**src/rtl/gray_pkg.sv**
```systemverilog
// Shared Gray-code helpers and limits for the Gray counter family.
// gray2bin mirrors the existing Gray-to-binary converter for benches and synchronisers.
package gray_pkg;

  localparam int GRAY_W_MAX = 16;

  // Operands are zero-extended to GRAY_W_MAX; upper zero bits encode to zero.
  function automatic logic [GRAY_W_MAX-1:0] bin2gray(input logic [GRAY_W_MAX-1:0] b);
    return b ^ (b >> 1);
  endfunction

  function automatic logic [GRAY_W_MAX-1:0] gray2bin(input logic [GRAY_W_MAX-1:0] g);
    logic [GRAY_W_MAX-1:0] b;
    b[GRAY_W_MAX-1] = g[GRAY_W_MAX-1];
    for (int i = GRAY_W_MAX - 2; i >= 0; i--) begin
      b[i] = b[i+1] ^ g[i];
    end
    return b;
  endfunction

endpackage

```
**src/rtl/gray_counter_b2g.sv**
```systemverilog
// Purely combinational binary-to-Gray encoder, WIDTH bits wide.
module b2g #(
  parameter int WIDTH = 4
) (
  input  logic [WIDTH-1:0] bin,
  output logic [WIDTH-1:0] gray
);

  assign gray = bin ^ (bin >> 1);

endmodule

```
**src/rtl/gray_counter.sv**
```systemverilog
// Registered up/down binary counter publishing its count and Gray encoding.
// Gray is encoded from the next-state value so both outputs leave flops on the same edge.
module gray_counter
  import gray_pkg::*;
#(
  parameter int WIDTH = 4,   // 2..GRAY_W_MAX
  parameter int INIT  = 0    // must fit in WIDTH bits
) (
  input  logic             clk,
  input  logic             rst,
  input  logic             en,
  input  logic             dir,
  input  logic             load,
  input  logic [WIDTH-1:0] load_val,
  output logic [WIDTH-1:0] bin_out,
  output logic [WIDTH-1:0] gray_out,
  output logic             wrap
);

  localparam logic [WIDTH-1:0]      INIT_BIN  = WIDTH'(INIT);
  localparam logic [GRAY_W_MAX-1:0] INIT_GFUL = bin2gray(GRAY_W_MAX'(INIT_BIN));
  localparam logic [WIDTH-1:0]      INIT_GRAY = INIT_GFUL[WIDTH-1:0];
  localparam logic [WIDTH-1:0]      MAX_BIN   = '1;

  logic [WIDTH-1:0] bin_q;
  logic [WIDTH-1:0] gray_q;
  logic             wrap_q;
  logic [WIDTH-1:0] next_bin;
  logic [WIDTH-1:0] next_gray;
  logic             next_wrap;

  // load beats en; rst is applied in the register itself and beats both.
  always_comb begin
    next_bin  = bin_q;
    next_wrap = 1'b0;
    if (load) begin
      next_bin = load_val;
    end else if (en) begin
      if (dir) begin
        next_bin  = bin_q + 1'b1;
        next_wrap = (bin_q == MAX_BIN);
      end else begin
        next_bin  = bin_q - 1'b1;
        next_wrap = (bin_q == '0);
      end
    end
  end

  b2g #(.WIDTH(WIDTH)) u_b2g (
    .bin  (next_bin),
    .gray (next_gray)
  );

  always_ff @(posedge clk) begin
    if (rst) begin
      bin_q  <= INIT_BIN;
      gray_q <= INIT_GRAY;
      wrap_q <= 1'b0;
    end else begin
      bin_q  <= next_bin;
      gray_q <= next_gray;
      wrap_q <= next_wrap;
    end
  end

  assign bin_out  = bin_q;
  assign gray_out = gray_q;
  assign wrap     = wrap_q;

endmodule

```
**config.mk**
```make
export PLATFORM = sky130hd
export DESIGN_NAME = gray_counter
export DESIGN_NICKNAME = d
export VERILOG_FILES = /design/src/rtl/gray_pkg.sv /design/src/rtl/gray_counter_b2g.sv /design/src/rtl/gray_counter.sv
export SDC_FILE = /design/constraint.sdc
export NUM_CORES = 1
export LEC_CHECK = 0
export BUFFER_PORTS_ARGS = -buffer_cell sky130_fd_sc_hd__buf_2
export CAP_MARGIN = 20
export CORE_AREA = 10 10 47 49
export CTS_CLUSTER_DIAMETER = 40
export DETAILED_ROUTE_END_ITERATION = 6
export DIE_AREA = 0 0 57 59
export PLACE_DENSITY = 0.71
export SLEW_MARGIN = 40
export SYNTH_ARGS = -nofsm -noshare
export SYNTH_HDL_FRONTEND = slang
export SYNTH_SLANG_ARGS = --single-unit
```
**constraint.sdc**
```tcl
create_clock -name clk -period 6 [get_ports clk]
set_clock_uncertainty 0.1 [all_clocks]
set_input_delay 1.8 -clock clk [delete_from_list [all_inputs] [get_ports clk]]
set_output_delay 1.8 -clock clk [all_outputs]
set_load 0.01 [all_outputs]
```
==> impl_metrics.csv <==
group,metric,value,unit
status,run_status,"finished, final reports clean",
timing,fin_crit_sh,54.6,%
timing,setup_viol,0,
clock_tree,cts.sinks,8,
route,first_iter_violations,8,
worst_setup_path,crit_arrival,3.36,ns
yosys,synth_seq_cells,8,
finish,instances_no_fill,87,
timing,setup-tns-final,0,ns
timing,layout_min_cycle_time,3.27,ns
die,fp.dieH,59,µm
worst_setup_path,setup.worst_path.end_class,"register",
clock_tree,clockRootBuffer,"clkbuf_4",
route,routed-via-count,466,
run,maxCapViolCount,0,
placed_design,io_buffers,17,
min_path,hold_path.class,"register to register",
worst_setup_path,cpPeakStageDelay,0.48,ns
die,io_pins,18,
worst_setup_path,path_cells,"buf_2 > inv_1 > fa_1 > mux2_2 > mux2i_1 > o21ai_0 > a21oi_1",
clock_tree,cts_tree,"yes",
yosys,yosys_warnings,0,
timing,slew_headroom,74.0,%
global_route,grt_usage,7.89,%
clock_tree,ctsResizeCount,0,
yosys,ys_types,31,
die,die_w,57,µm
clock_tree,cts.path.max_buffers,2,
finish,final_nets,85,
yosys,avgSynthCellArea,9.18,µm²
die,rows,14,
die,start_util,35.4,%
worst_setup_path,cpMaxStageDelayCell,"fa_1",
die,core_area,1400,µm²
worst_setup_path,cp_num_buf_inv,2,
clock_tree,htree_levels,1,
route,viasPerCell,5.36,
worst_setup_path,crit_type,"input port to register",
route,wl,1160,µm
worst_setup_path,path_max_fanout,7,
global_route,grt_start_max_net_pins,12,
route,detail-route-antenna-nets,0,
worst_setup_path,cp_top_family,"multiplexers",
yosys,netlist_instances,54,
clock_tree,post_cts_buffers,0,
global_route,grt_pass1_vias,480,
timing,worstMarginPinSlew,0.387,ns
global_route,grt_overflow,0,
timing,finalHoldViolCount,0,
power,p_leak,0.312,nW
clock_tree,clk_pin_slew,0.05,ns
placed_design,dpl.cell_count,84,
finish,layout-drive-gt1-share,33.8,%
yosys,synth_fp_nets,66,
finish,area_growth,21.7,%
worst_setup_path,critical_path.startpoint_type,"input port",
global_route,grt_pass1_wl,2070,µm
yosys,synth_edf_count,0,
timing,max_clock_freq,305,MHz
route,avgRoutedWirePerCell,13.3,µm
placed_design,place_congestion,0.676,
clock_tree,holdBufCountCts,0,
finish,insertedDiodeCount,0,
die,die_area,3360,µm²
power,powerDensity,238,nW/µm²
power,ir_worst_vdd,120,µV
worst_setup_path,critical_path_required,6.09,ns
clock_tree,cts_inserted_buffers,3,
placed_design,place_hpwl,911,µm
power,p_total,0.143,mW
route,dr.pass1.iters,4,
yosys,seq_area_frac_synth,32.3,%
timing,maxSlewViolCount,0,
timing,rsz0062_at_grt,"no",
finish,final_core_util,43.0,%
yosys,syn_area,495,µm²
global_route,grt_antenna_before_repair,0,
clock_tree,insertion_delay,0.26,ns
yosys,async_reset_ff_share,0,%
yosys,synth_top_flop_cell,"dfxtp_1",
route,drc,0,
## layer usage
metal  up-vias  share of wire, %  track usage, %
li1        233                 -               -
met1       212                43            8.39
met2        17                42            10.9
met3         4                12            6.44
met4         0               1.6            4.03
met5         -                 0               0
## where the power goes
| part | switching (mW) | internal, mW | leakage, nW |
|---|---|---|---|
| logic | 0.0203 | 0.0191 | 0.232 |
| registers | 0.00473 | 0.0586 | 0.0663 |
| clock network | 0.0178 | 0.0228 | 0.0138 |
| total | 0.0428 | 0.101 | 0.312 |
## cell usage in the layout, fill, tap and decap left out, drive strengths merged, types with 2 or more instances in the layout
| cell type | instances |
|---|---|
| ha | 2 |
| and3 | 2 |
| a21oi | 2 |
| inv | 3 |
| o21ai | 2 |
| nand3 | 3 |
| buf | 17 |
| dfxtp | 8 |
| clkbuf | 3 |
| mux2i | 3 |
| xnor2 | 2 |
| or3 | 2 |
| nor2 | 6 |
## cell families (layout without fill, tap and decap cells)
group	after synthesis	after routing	share of synthesized area (%)
AND/OR/NAND/NOR	19	19	23.5
AO/OA/AOI/OAI	11	11	15.2
flip-flops	8	8	32.3
buffers and inverters	6	23	6.31
multiplexers	4	4	8.33
adder cells (fa/ha/maj)	3	3	9.09
XOR/XNOR	3	3	5.30
## registers in the layout, summed over array words and instances (netlist names)
register  cells
bin_out       4
gray_out      3
wrap          1
## cells in the mapped netlist, drive strengths merged (2+ instances only)
cell	count	area share, %
a21oi	2	2.0
and3	2	2.8
buf	3	4.0
dfxtp	8	32
ha	2	5.0
inv	3	2.3
mux2i	3	6.1
nand3	3	4.0
nor2	6	4.5
o21ai	2	2.0
or3	2	2.5
xnor2	2	3.5
## tightest hold or removal path: stages, from the launching register on
cell,delay [ns]
dfxtp_1,0.38
o21ai_0,0.16
and3_1,0.15
## worst paths after layout
path                                    end  cells past startpoint  slack (ns)  startpoint
worst max register to register  gray_out[1]                      5        4.06  bin_out[0]
worst min register to register         wrap                      2        0.62  bin_out[3]
worst min-delay path                   wrap                      2        0.62  bin_out[3]
worst max-delay path            gray_out[1]                      7        2.73         dir
## metrics by stage
| stage | hold slack (ns) | area (µm²) | setup WS (ns) |
|---|---|---|---|
| floorplan | 0.581 | 495 | 2.75 |
| global placement | 0.594 | 581 | 2.52 |
| detailed placement | 0.617 | 581 | 2.46 |
| CTS | 0.630 | 603 | 2.72 |
| global route | 0.672 | 603 | 2.55 |
| finish | 0.620 | 603 | 2.73 |
## cell type report
cell class,instances,area [µm²]
clock buffer,3,22.5
tap,16,20.0
sequential,8,160
multi-input combinational,40,304
timing repair buffer,17,85.1
fill,162,798
inverter,3,11.3
(Power assumes the default switching activity.)
